--- src/rtl/bam_seq.sv ---
// bam_seq: four-state register-file / data-RAM ALU sequencer (IDLE, READ, EXEC, WRITE).
// A host loads registers while the sequencer is idle. Each started operation reads two
// registers, runs one ALU op and commits the result to either a register or a RAM word.
// Optional feature macro: BAM_SEQ_OVF_EN enables the signed add/sub overflow flag (ovf).
// When the macro is undefined, ovf is tied to 0.
module bam_seq #(
  parameter int DATA_W = 32,
  parameter int REG_AW = 5,
  parameter int RAM_AW = 5
) (
  input  logic              clk,
  input  logic              rst,
  input  logic              ld_en,
  input  logic [REG_AW-1:0] ld_addr,
  input  logic [DATA_W-1:0] ld_data,
  input  logic              start,
  input  logic [2:0]        op,
  input  logic [REG_AW-1:0] ra1,
  input  logic [REG_AW-1:0] ra2,
  input  logic              dst_ram,
  input  logic [REG_AW-1:0] rd,
  input  logic [RAM_AW-1:0] ram_waddr,
  input  logic [RAM_AW-1:0] ram_raddr,
  output logic              busy,
  output logic              done,
  output logic [DATA_W-1:0] result,
  output logic              zf,
  output logic              ovf,
  output logic [DATA_W-1:0] ram_rdata
);

  localparam int NUM_REGS  = 2**REG_AW;
  localparam int NUM_WORDS = 2**RAM_AW;
  localparam int SH_W      = $clog2(DATA_W);

  localparam logic [1:0] IDLE  = 2'd0;
  localparam logic [1:0] READ  = 2'd1;
  localparam logic [1:0] EXEC  = 2'd2;
  localparam logic [1:0] WRITE = 2'd3;

  logic [1:0]        state;

  logic [2:0]        op_q;
  logic [REG_AW-1:0] ra1_q;
  logic [REG_AW-1:0] ra2_q;
  logic              dst_ram_q;
  logic [REG_AW-1:0] rd_q;
  logic [RAM_AW-1:0] ram_waddr_q;

  logic [DATA_W-1:0] opa;
  logic [DATA_W-1:0] opb;
  logic [DATA_W-1:0] alu_out;

  // The register file is a packed vector so the whole file clears in a single assignment.
  logic [NUM_REGS-1:0][DATA_W-1:0] regfile;
  logic [DATA_W-1:0]               ram [NUM_WORDS];

  logic accept;
  logic load_ok;
  logic reg_we;
  logic ram_we;

  // Start wins over a simultaneous host load. Neither start nor load is honoured outside IDLE.
  assign accept  = (state == IDLE) && start;
  assign load_ok = (state == IDLE) && !start && ld_en;
  assign reg_we  = (state == WRITE) && !dst_ram_q;
  // RAM is never reset, so the commit is gated by rst explicitly to abort a write during reset.
  assign ram_we  = (state == WRITE) && dst_ram_q && !rst;

  assign busy = (state != IDLE);
  assign done = (state == WRITE);

  // Sequencer: a fixed walk READ -> EXEC -> WRITE once an operation is accepted.
  always_ff @(posedge clk) begin
    if (rst) begin
      state <= IDLE;
    end else begin
      case (state)
        IDLE:    if (start) state <= READ;
        READ:    state <= EXEC;
        EXEC:    state <= WRITE;
        default: state <= IDLE;
      endcase
    end
  end

  // Snapshot the operation fields on acceptance, so input changes while busy have no effect.
  always_ff @(posedge clk) begin
    if (accept) begin
      op_q        <= op;
      ra1_q       <= ra1;
      ra2_q       <= ra2;
      dst_ram_q   <= dst_ram;
      rd_q        <= rd;
      ram_waddr_q <= ram_waddr;
    end
  end

  // Read operands in READ, so an operation sees whatever the previous operation committed.
  always_ff @(posedge clk) begin
    if (state == READ) begin
      opa <= regfile[ra1_q];
      opb <= regfile[ra2_q];
    end
  end

  // ALU: all results wrap to DATA_W bits. Shift amount uses only the low log2(DATA_W) bits of B.
  always_comb begin
    alu_out = '0;
    case (op_q)
      3'b000:  alu_out = opa + opb;
      3'b001:  alu_out = opa - opb;
      3'b010:  alu_out = opa & opb;
      3'b011:  alu_out = opa | opb;
      3'b100:  alu_out = opa ^ opb;
      3'b101:  alu_out = {{(DATA_W-1){1'b0}}, ($signed(opa) < $signed(opb))};
      3'b110:  alu_out = opa << opb[SH_W-1:0];
      default: alu_out = opa;
    endcase
  end

  // Register result and zero flag at the end of EXEC. Both hold until the next EXEC.
  always_ff @(posedge clk) begin
    if (rst) begin
      result <= '0;
      zf     <= 1'b0;
    end else if (state == EXEC) begin
      result <= alu_out;
      zf     <= (alu_out == '0);
    end
  end

`ifdef BAM_SEQ_OVF_EN
  logic ovf_next;

  // Signed overflow: operand signs are compatible but the sign of the sum/difference flipped.
  always_comb begin
    ovf_next = 1'b0;
    case (op_q)
      3'b000:  ovf_next = (opa[DATA_W-1] == opb[DATA_W-1]) && (alu_out[DATA_W-1] != opa[DATA_W-1]);
      3'b001:  ovf_next = (opa[DATA_W-1] != opb[DATA_W-1]) && (alu_out[DATA_W-1] != opa[DATA_W-1]);
      default: ovf_next = 1'b0;
    endcase
  end

  // Overflow flag follows the same EXEC-only update rule as result and zf.
  always_ff @(posedge clk) begin
    if (rst) begin
      ovf <= 1'b0;
    end else if (state == EXEC) begin
      ovf <= ovf_next;
    end
  end
`else
  assign ovf = 1'b0;
`endif

  // Register file: clears on reset. Host loads happen only in IDLE; commits happen only in WRITE.
  always_ff @(posedge clk) begin
    if (rst) begin
      regfile <= '0;
    end else if (load_ok) begin
      regfile[ld_addr] <= ld_data;
    end else if (reg_we) begin
      regfile[rd_q] <= result;
    end
  end

  // Data RAM write port. Contents survive reset.
  always_ff @(posedge clk) begin
    if (ram_we) begin
      ram[ram_waddr_q] <= result;
    end
  end

  // Registered read port. A same-cycle write to the same word returns the previous contents.
  always_ff @(posedge clk) begin
    if (rst) begin
      ram_rdata <= '0;
    end else begin
      ram_rdata <= ram[ram_raddr];
    end
  end

endmodule

--- config.mk ---
export PLATFORM = sky130hd
export DESIGN_NAME = bam_seq
export DESIGN_NICKNAME = d
export VERILOG_FILES = /design/src/rtl/bam_seq.sv
export SDC_FILE = /design/constraint.sdc
export NUM_CORES = 2
export LEC_CHECK = 0
export ABC_CLOCK_PERIOD_IN_PS = 6360
export CORE_MARGIN = 2
export CORE_UTILIZATION = 45
export DETAILED_ROUTE_END_ITERATION = 16
export PLACE_DENSITY = 0.63
export SETUP_SLACK_MARGIN = 0.1
export SKIP_LAST_GASP = 1
export SYNTH_ARGS = -nofsm -noshare
export SYNTH_HDL_FRONTEND = slang
export SYNTH_SLANG_ARGS = --single-unit
--- constraint.sdc ---
create_clock -name clk -period 6.36 [get_ports clk]
set_clock_uncertainty 0.2 [all_clocks]
set_input_delay 0.636 -clock clk [delete_from_list [all_inputs] [get_ports clk]]
set_output_delay 0.636 -clock clk [all_outputs]
set_load 0.03 [all_outputs]
== Word level (Yosys, flattened, before mapping) ==
Memory sizes are Yosys's and may differ from the RTL's. A register that Yosys moved wholly into a read port is not among the register bits.
Cells that the tools add are included.
Word-level totals
  register bits after elaboration: 1147
  RAM bits: 1024
  bits of input ports: 70
  output and inout port bits: 68
  word-level logic and storage cells: 100
  memories: 1
Cells by class
  $add $sub $neg: 2
  magnitude comparators: 7
  equality and inequality tests: 10
  shift operators: 1
  multiplexer cells: 17
  bitwise operators: 3
  reductions and logical operators: 16
Memories
  ram: words 32, bits a word 32, rd ports 1, clocked after memory_dff 1, wr ports 1, RTL line 56  | logic [DATA_W-1:0] ram [NUM_WORDS];
Operator list (number)
  $bwmux 1024: 2
  $mux 1024: 2
  $bmux 32 s5: 2
  $demux 32 s5: 2
  $pmux 32 s7: 1
  $mux 32: 4
  $add 32x32->32: 1
  $and 32x32->32: 1
  $logic_not 32->1: 1
  $lt 32x32->1: 1
  $or 32x32->32: 1
  $shl 32x5->32: 1
  $sub 32x32->32: 1
  $xor 32x32->32: 1
  $lt 5x6->1 const B: 4
  $ge 5x1->1 const B: 2
  $eq 3x3->1 const B: 3
  $logic_and 1x1->1: 8
  $eq 3x2->1 const B: 2
  $pmux 2 s3: 1
  $eq 2x2->1 const B: 2
  $reduce_bool 2->1: 2
  $eq 3x1->1 const B: 1
  $logic_not 1->1: 3
  6 further kinds: 7

== Logic depth before layout (Yosys ltp) ==
  depth after elaboration: 7
  mapped depth: 20
  mapped depth without buffers: 15

== Worst setup path after synthesis ==
Ideal clock, no wire load.
  path type: reg2reg
  from: register opb[0]
  to: register zf
  setup time: 0.061 ns
  data arrival time: 6.028 ns
  path slack: 0.071 ns
  stages on the path, launching flop included: 21
  buffers on the path: 6
  path through: edfxtp_1 -> buf_6 -> buf_2 -> clkbuf_1 -> clkbuf_1 -> buf_1 -> clkbuf_1 -> inv_1 -> ha_1 -> nor2b_1 -> mux2_4 -> nand2_1 -> nand2_1 -> o32a_1 -> or4_1 -> or4b_1 -> or4_1 -> or4_1 -> or4_1 -> nor4_2 -> a32o_1
On the way
  cells in the longest elaborated chain, start to end: 3
  elaborated cells on any way between the ends: 9
  classes of those cells: add/sub (2); order compare (1); shift (1); mux (1); bitwise (3); reduce/logical (1)
Ends and longest elaborated chain
  from (decl): RTL line 51  | logic [DATA_W-1:0] opb;
  from (signal assigned): RTL line 103  | opb <= regfile[ra2_q];
  $sub 32x32->32 (tied with other cells): RTL line 112  | 3'b001: alu_out = opa - opb;
  $pmux 32 s7 *: RTL line 110  | case (op_q)
  $logic_not 32->1 *: RTL line 129  | zf <= (alu_out == '0);
  to (signal assigned): RTL line 129
  to (decl): RTL line 27  | output logic zf,
Every way passes the cells marked *; elsewhere a longest branch is shown, timed or not.
A chain may end at the register's enable or synchronous reset.

== Worst setup path after layout ==
  from: register opa[0]
  to: register zf
On the way
  cells in the longest elaborated chain, start to end: 3
  elaborated cells on any way between the ends: 9
  classes of those cells: add/sub (2); order compare (1); shift (1); mux (1); bitwise (3); reduce/logical (1)
Ends and longest elaborated chain
  from (decl): RTL line 50  | logic [DATA_W-1:0] opa;
  from (signal assigned): RTL line 102  | opa <= regfile[ra1_q];
  $sub 32x32->32 (tied with other cells): RTL line 112
  $pmux 32 s7 *: RTL line 110
  $logic_not 32->1 *: RTL line 129
Marks and branches as above.

==> results.yml <==
clock_network:
  clkSlewWorstSetupHoldPaths_ns: 0.07
  numCtsBuffers: 227
  insertion_delay_ns: 0.91
  clock_sinks: 2203
  htreeDepth: 4
  cts_tree: "done"
  cts_root_buffer: "clkbuf_16"
  cts_buffer_depth: 3
logic_synthesis:
  synthCells: 8811
  async_reset_ff_share_pct: 0
  synth_cell_types: 80
  ys_dominant_reg_cell: "edfxtp_1"
  synth_area_um2: 109000
  syn_avg_cell_area_um2: 12.4
  synth_edf_count: 1112
  yosysSeqAreaShare_pct: 50.6
  syn_nets: 8993
  synth-warning-count: 0
  ys_ff_latch: 2203
routing:
  top_layer: "met5"
  drt_iter0_markers: 15200
  final_antenna_net_count: 0
  via_per_inst: 7.39
  wl_met1_um: 159000
  dr.pass1.iters: 9
  wl_per_cell_um: 37.1
  post-route-drc-count: 0
  num_vias: 87400
  wl_um: 438000
  route.met3.wl_um: 66100
  wl_met2_um: 183000
timing:
  drv_slew: 0
  final-hold-violation-count: 0
  fin_crit_sh_pct: 88.9
  fin_tns_setup_ns: 0
  fmax_ghz: 0.177
  post-route-min-period_ns: 5.65
  slew_headroom_pct: 7.83
  max_slew.worst_pin.slew_ns: 1.34
  setup_viol: 0
  rsz0062_at_grt: "no"
  hold_slack_ns: 0.0860
die:
  dieWidth_um: 496
  coreArea_um2: 241000
  dieArea_um2: 246000
  initial_core_util_pct: 45.3
  rows: 180
  num_io_pins: 138
  die_h_um: 496
layout:
  seq_area_um2: 55300
  fillerInstances: 20200
  post-route-util_pct: 50.6
  area_delta_synth_final_pct: 11.6
  num-nets-final: 8599
  multi_input_area_um2: 50400
  drive_above_1_share_pct: 21.9
critical_path:
  critPathKind: "register to register"
  endpoint_kind: "register"
  worstRegToRegCells: 15
  startpoint_type: "register"
  required_ns: 7.01
  worstPathMaxFanout: 6
  worst_ep_arrival_time_ns: 6.30
outcome:
  status: "finished clean"
global_route:
  grt_pass1_wl_um: 612000
  overflow: 0
  gr-usage-all-layers_pct: 34.7
  grt_max_degree: 182
  antenna_found_initial: 37
  grt_pass1_vias: 83100
pwr:
  p_per_area_nw_per_um2: 280
  total_power_uw: 34100
  p_leak_uw: 0.0386
  max-vdd-ir-drop_uv: 259
placed_design:
  place_hpwl_um: 251000
  port_buffers: 136
  globalplace.congestion: 0.948
worst_hold_path:
  holdCritPathClass: "input port to register"
  hold_depth: 1
flow_run:
  maxCapViolCount: 0
## registers in the layout (all words and copies together) (netlist names)
| name | count |
|---|---|
| dst_ram_q | 1 |
| ram_waddr_q | 5 |
| opb | 32 |
| zf | 1 |
| ra1_q | 5 |
| rd_q | 5 |
| opa | 32 |
| state | 2 |
| ram_rdata | 32 |
| result | 32 |
| op_q | 3 |
| ra2_q | 5 |
| regfile | 1024 |
| ram | 1024 |
## worst paths after layout
kind                                    from  slack (ns)      endpoint
worst max-delay path                  opa[0]        0.71            zf
worst min-delay path                  ra2[0]        0.09      ra2_q[0]
worst max register to register        opa[0]        0.71            zf
worst min register to register  regfile[946]        0.32  regfile[946]
## cells in the mapped netlist (all sizes together), types with 9 or more instances
cell type / n / area, µm²
nand3: 31 / 155
ha: 110 / 1380
a21oi: 150 / 751
nor4: 9 / 62.6
nor2: 1225 / 4600
nor3: 26 / 130
a21o: 15 / 113
a22oi: 40 / 300
o21bai: 10 / 75.1
clkbuf: 951 / 3570
edfxtp: 1112 / 33400
and3: 13 / 81.3
o22ai: 42 / 263
nand2b: 11 / 68.8
a31oi: 22 / 138
buf: 94 / 369
a221oi: 9 / 85.1
a211oi: 59 / 443
o21ai: 1056 / 5290
mux4: 997 / 22500
dfxtp: 1091 / 21800
or3: 16 / 100
nor3b: 11 / 82.6
o211ai: 21 / 158
mux2i: 68 / 681
xnor2: 22 / 193
mux2: 70 / 792
nand4: 9 / 56.3
nor2b: 21 / 131
nand2: 245 / 920
inv: 100 / 375
o221ai: 995 / 8710
## power breakdown
| part | total (µW) | leakage [µW] | internal, µW | switching (µW) |
|---|---|---|---|---|
| registers | 15500 | 0.0191 | 15200 | 272 |
| clock network | 13900 | 0.00380 | 7870 | 6030 |
| logic | 4760 | 0.0157 | 1470 | 3290 |
| total | 34100 | 0.0386 | 24500 | 9590 |
## cells in the final DEF (no fill, tap or decap), types with 61 or more instances in the layout
cell type        netlist  layout
a21oi_1              150     150
o21ai_0             1056    1056
clkbuf_16              0     232
dfxtp_1             1091    1072
ha_1                 110     108
nand2_2                0      61
nand2_1              245     181
mux2_2                69      69
buf_4                  1     253
inv_1                100     100
clkdlybuf4s50_1        0     130
mux4_2               997     997
edfxtp_1            1112    1112
mux2i_1               68      68
o221ai_1             995     995
nor2_1              1225    1193
## logic make-up after synthesis
family	count (synthesis)	synth area share [%]
and+or+nand+nor	1658	6.14
AOI/OAI and AO/OA	2526	15.8
xor gates and xnor gates	27	0.217
adders and majority gates	112	1.30
muxes	1135	21.9
other	1	0.00344
DFF	2203	50.6
buffers and inverters	1149	3.97
## timing repair
| item | in CTS | in global routing |
|---|---|---|
| hold buffers | 1 | 0 |
| hold endpoints to repair | 1 | 0 |
| gates resized for setup | 0 | 0 |
| buffers inserted | 0 | 0 |
## through the flow
stage	cell area, µm²	instances	setup WS (ns)
after detailed placement	114000	11400	0.765
final	122000	11800	0.706
after global routing	122000	11800	0.550
after CTS	122000	11800	0.824
after floorplan	109000	8811	0.211
after global placement	114000	11400	0.840
## critical path, cell delays in order, from the launching register on
cell	delay [ns]
edfxtp_1	0.52
inv_1	0.11
ha_1	0.24
fa_1	0.43
o21bai_1	0.31
a21oi_1	0.14
xnor2_1	0.17
nor2_1	0.06
o32a_1	0.32
or4_1	0.59
or4b_1	0.55
or4_1	0.54
or4_1	0.46
or4_1	0.49
nor4_2	0.27
a32o_1	0.19
## per-layer routing
| metal | global-route usage, % | up-vias |
|---|---|---|
| li1 | - | 34300 |
| met1 | 45.5 | 43800 |
| met2 | 49.0 | 7393 |
| met3 | 13.9 | 1830 |
| met4 | 19.2 | 30 |
| met5 | 0 | - |
## cell type report
cell class	count	area share (%)
Multi-Input combinational cell	5459	41.4
Inverter	104	0.321
Tap cell	3185	3.27
Sequential cell	2203	45.4
Clock buffer	316	5.35
Timing Repair Buffer	422	3.23
Antenna cell	17	0.0349
Clock inverter	115	1.00
Power figures use the tool's default switching activity.
